`src/rtl/shreg_pkg.sv`:
```
// Shared types and constants for the shift-register sequencer.
package shreg_pkg;

    localparam int DEF_WIDTH = 4;

    localparam logic DIR_LEFT  = 1'b0;
    localparam logic DIR_RIGHT = 1'b1;

    typedef enum logic [1:0] {
        IDLE,
        LOAD,
        SHIFT,
        DONE
    } state_t;

endpackage

```
`src/rtl/shreg_seq.sv`:
```
// Sequencer driving a universal shift register:
// one parallel load, then a clamped number of serial steps.
module shreg_seq
    import shreg_pkg::*;
#(
    parameter int WIDTH = DEF_WIDTH,
    parameter int CNT_W = $clog2(WIDTH + 1)
) (
    input  logic             clk,
    input  logic             rst_n,
    input  logic             cmd_valid,
    output logic             cmd_ready,
    input  logic             cmd_dir,
    input  logic [CNT_W-1:0] cmd_cnt,
    input  logic [WIDTH-1:0] cmd_data,
    input  logic             cmd_fill,
    input  logic             abort,
    output logic             ld,
    output logic             sl,
    output logic             sr,
    output logic [WIDTH-1:0] D,
    output logic             D_sl,
    output logic             D_sr,
    output logic             busy,
    output logic             done
);

    state_t           state;
    logic [CNT_W-1:0] cnt;
    logic [CNT_W-1:0] cnt_clamp;
    logic             dir_q;
    logic             fill_q;

    assign cmd_ready = (state == IDLE) && !abort;

    assign cnt_clamp = (cmd_cnt > CNT_W'(WIDTH)) ? CNT_W'(WIDTH) : cmd_cnt;

    always_ff @(posedge clk or negedge rst_n) begin
        if (!rst_n) begin
            state  <= IDLE;
            cnt    <= '0;
            dir_q  <= DIR_LEFT;
            fill_q <= 1'b0;
            ld     <= 1'b0;
            sl     <= 1'b0;
            sr     <= 1'b0;
            D      <= '0;
            D_sl   <= 1'b0;
            D_sr   <= 1'b0;
            busy   <= 1'b0;
            done   <= 1'b0;
        end else begin
            unique case (state)
                IDLE: begin
                    ld   <= 1'b0;
                    sl   <= 1'b0;
                    sr   <= 1'b0;
                    D    <= '0;
                    D_sl <= 1'b0;
                    D_sr <= 1'b0;
                    busy <= 1'b0;
                    done <= 1'b0;
                    if (cmd_valid && cmd_ready) begin
                        state  <= LOAD;
                        dir_q  <= cmd_dir;
                        fill_q <= cmd_fill;
                        cnt    <= cnt_clamp;
                        D      <= cmd_data;
                        ld     <= 1'b1;
                        busy   <= 1'b1;
                    end
                end
                LOAD: begin
                    ld <= 1'b0;
                    if (abort) begin
                        state <= IDLE;
                        cnt   <= '0;
                        D     <= '0;
                        busy  <= 1'b0;
                    end else if (cnt != '0) begin
                        state <= SHIFT;
                        sl    <= (dir_q == DIR_LEFT);
                        sr    <= (dir_q == DIR_RIGHT);
                        D_sl  <= (dir_q == DIR_LEFT) && fill_q;
                        D_sr  <= (dir_q == DIR_RIGHT) && fill_q;
                    end else begin
                        state <= DONE;
                        busy  <= 1'b0;
                        done  <= 1'b1;
                    end
                end
                SHIFT: begin
                    // cnt holds the steps remaining including the one shown now
                    if (abort || cnt == CNT_W'(1)) begin
                        state <= abort ? IDLE : DONE;
                        cnt   <= '0;
                        sl    <= 1'b0;
                        sr    <= 1'b0;
                        D_sl  <= 1'b0;
                        D_sr  <= 1'b0;
                        busy  <= 1'b0;
                        done  <= !abort;
                        if (abort) begin
                            D <= '0;
                        end
                    end else begin
                        cnt <= cnt - 1'b1;
                    end
                end
                DONE: begin
                    state <= IDLE;
                    cnt   <= '0;
                    D     <= '0;
                    done  <= 1'b0;
                end
                default: begin
                    state <= IDLE;
                end
            endcase
        end
    end

endmodule

```
`config.mk`:
```
export PLATFORM = sky130hd
export DESIGN_NAME = shreg_seq
export DESIGN_NICKNAME = d
export VERILOG_FILES = /design/src/rtl/shreg_pkg.sv /design/src/rtl/shreg_seq.sv
export SDC_FILE = /design/constraint.sdc
export NUM_CORES = 1
export LEC_CHECK = 0
export ABC_AREA = 0
export BUFFER_PORTS_ARGS = -buffer_cell sky130_fd_sc_hd__buf_2
export CAP_MARGIN = 10
export CORE_UTILIZATION = 37
export DETAILED_ROUTE_END_ITERATION = 8
export PLACE_DENSITY_LB_ADDON = 0.12
export SLEW_MARGIN = 20
export SYNTH_ARGS = -nofsm -noshare
export SYNTH_HDL_FRONTEND = slang
export SYNTH_SLANG_ARGS = --single-unit
```
`constraint.sdc`:
```
create_clock -name clk -period 2.32 [get_ports clk]
set_input_delay 0 -clock clk [delete_from_list [all_inputs] [get_ports clk]]
set_output_delay 0 -clock clk [all_outputs]
set_load 0.1 [all_outputs]
```
==> metrics.cfg <==
[synthesis]
syn-num-nets=124
synthAdderAreaFrac_pct=9.48
synth-simple-area-share_pct=18.1
synthCells=103
synth_compound_area_share_pct=11.7
yosysUniqueCellTypes=34
synthFlopType=dfrtp_1
synth_edf_count=0
seq_area_frac_synth_pct=42.7
synth-xor-area-share_pct=0
synth_seq_cells=18
synth_area_mm2=0.00106
synth.area.mux_share_pct=11.5
synthArstFlopShare_pct=100
synth_top_family_by_area=simple AND/OR/NAND/NOR gates
yosys_warnings=0
syn-mean-instance-area_um2=10.3

[pwr]
p_sw_mw=0.995
p_leak_nw=0.654
p_int_mw=0.845
clkPwrFrac_pct=10.8
vdd_ir_drop_max_mv=0.762
switching_share_pct=54.1
p_comb_share_pct=61.8
power_frac_seq_pct=27.4
powerDensity_mw_per_mm2=1410

[floorplanning]
start_util_pct=38.6
io_pins=25
fp.dieArea_mm2=0.00307
rows=19
core_area_mm2=0.00273
die_w_um=55.4
die_h_um=55.4

[grt]
grt.overflow.total=0
grt.total_usage_pct=15.9
grt_pass1_wl_um=3880
grt_max_degree=19
antenna_found_initial=0
grt_pass1_vias=883

[finish]
final_area_mm2=0.00130
fin_nets=158
syn_to_final_growth_pct=23.5
n_antenna_cell=0
multiInputGateArea_um2=537
fillerInstances=263
drive_gt1_share_pct=29.4
layoutNonFillerInstCount=167
seqCellArea_um2=450

[setup_path]
start_kind=flip-flop
cp_num_buf_inv=1
worstSetupPathType=flip-flop to flip-flop
crit_family=simple AND/OR/NAND/NOR gates
arrival_ns=2.05
slowest_delay_ns=0.44
path_max_fanout=4
critPathSlowestCell=dfrtp_1
required_ns=2.50
crit_path_cell_trace=inv_1 -> ha_1 -> nor2b_4 -> nand2_1 -> nand3b_1 -> mux2_2
setup.worst_path.end_class=flip-flop

[job]
maxCapViolCount=0

[clock_network]
cts.repair.resized=0
clockRootBuffer=clkbuf_4
cts_max_level=1
cts.path.max_buffers=2
post_cts_buffers=0
cts_buffers=3
clk_pin_slew_worst_paths_ns=0.12
cts_tree=built
clk_latency_ns=0.30
cts.sink_count=18

[timing]
max_slew_margin_pct=67.6
setup_viol=0
max_slew.worst_pin.slew_ns=0.490
drv_slew=0
finalCritPeriodShare_pct=80.4
max_freq_mhz=536
skew_ns=0.0113
setup_slack_ns=0.454
fin_tns_setup_ns=0
holdWs_ns=0.0155
hold_violations=0
period_needed_ns=1.87
rsz0062_at_grt=false

[drt]
vias_per_cell=4.92
dr_total_vias=822
wl_um=2140
drc_errors=0
ant_nets=0
wl_per_cell_um=12.8
firstDrtPassIters=4
first_iter_violations=23

[placed_design]
place_area_mm2=0.00119
dp_cells=155
routabilityCongestion=0.828
pre_cts_slack_ns=0.501
io_buffers=24
dpl.hpwl_um=1560

[status]
status=complete, no violations

[hold_path]
worstHoldPathType=input port to flip-flop

-- through the flow --
step | util, % | total power [mW]
finish | 47.7 | 1.84
global route | 47.7 | 1.97
CTS | 47.7 | 1.85
detailed placement | 43.4 | 1.64
global placement | 43.4 | 1.63
floorplan | - | 1.45
-- sequential cells by signal, indices dropped and copies added, names as in the netlist --
name and cells:
fill_q 1, D 4, cnt 3, ld 1
D_sl 1, sr 1, done 1, D_sr 1
sl 1, dir_q 1, state 2, busy 1
-- tightest hold or removal path, stage by stage --
cell and delay (ns):
buf_2 0.10, o32a_1 0.13, a21oi_1 0.06
-- logic make-up after synthesis --
kind of cell               after synthesis
muxes                                   11
AOI/OAI and AO/OA                       17
and+or+nand+nor                         35
DFF                                     18
adders and majority gates                8
buffers and inverters                   14
-- final cells by class --
cell class	count	area share, %
Multi-Input combinational cell	71	41.2
Sequential cell	18	34.5
Timing Repair Buffer	32	15.4
Inverter	11	3.17
Tap cell	31	2.98
Clock buffer	4	2.78
-- path summary, 6_finish.rpt --
| path | slack (ns) | endpoint | startpoint | cells after the start |
|---|---|---|---|---|
| setup reg to reg | 0.45 | D_sr | state[0] | 6 |
| hold / removal | 0.02 | cnt[1] | cmd_cnt[2] | 3 |
| max in group asynchronous | 1.87 | D[2] | rst_n | 2 |
| hold reg to reg | 0.52 | sr | sr | 2 |
| setup / recovery | 0.45 | D_sr | state[0] | 6 |
| min in group asynchronous | 0.15 | cnt[2] | rst_n | 2 |
-- synth_stat cells (all sizes together) (2+ instances only) --
cell type	n	area share, %
and2	2	1.4
and2b	2	1.7
mux2i	5	4.7
nor2	9	3.2
nor3	2	1.4
buf	3	2.6
nand3b	3	2.1
nand2	10	3.6
o21ai	3	1.4
nor2b	3	2.5
a21oi	5	2.7
ha	8	9.5
nand2b	2	1.2
inv	11	3.9
dfrtp	18	43
mux2	6	6.8
-- power by group through the flow --
stage	combinational [mW]	sequential, mW	clock (mW)
after global placement	1.13	0.503	0
after CTS	1.14	0.502	0.206
after detailed placement	1.13	0.508	0
after global routing	1.23	0.524	0.218
after floorplan	0.544	0.903	0
final	1.14	0.504	0.199
-- cell usage in the layout (no fill, tap or decap), types with 2 or more instances in the layout --
master          n
nand3b_1        3
dlygate4sd3_1   8
nor2b_1         2
clkbuf_4        3
o21ai_0         3
dfrtp_1        18
buf_2          24
nand2b_1        2
mux2i_1         5
mux2_2          5
inv_1          11
nand2_1        10
a21oi_1         4
nor2_1          9
ha_1            8
-- per-layer routing --
metal  share of wire (%)  GRT usage [%]  wire length, µm  vias up
li1                    -              -                -      414
met1                  49           22.0             1050      377
met2                  45           25.8              953       29
met3                 5.2           2.11              112        2
met4                0.80           5.36               17        0
met5                   0              0                0        -
-- what timing repair did --
| item | CTS | global route |
|---|---|---|
| endpoints found under the setup margin | 0 | 0 |
| hold endpoints to repair | 25 | 0 |
| hold buffers | 8 | 0 |
Power figures use the tool's default switching activity.
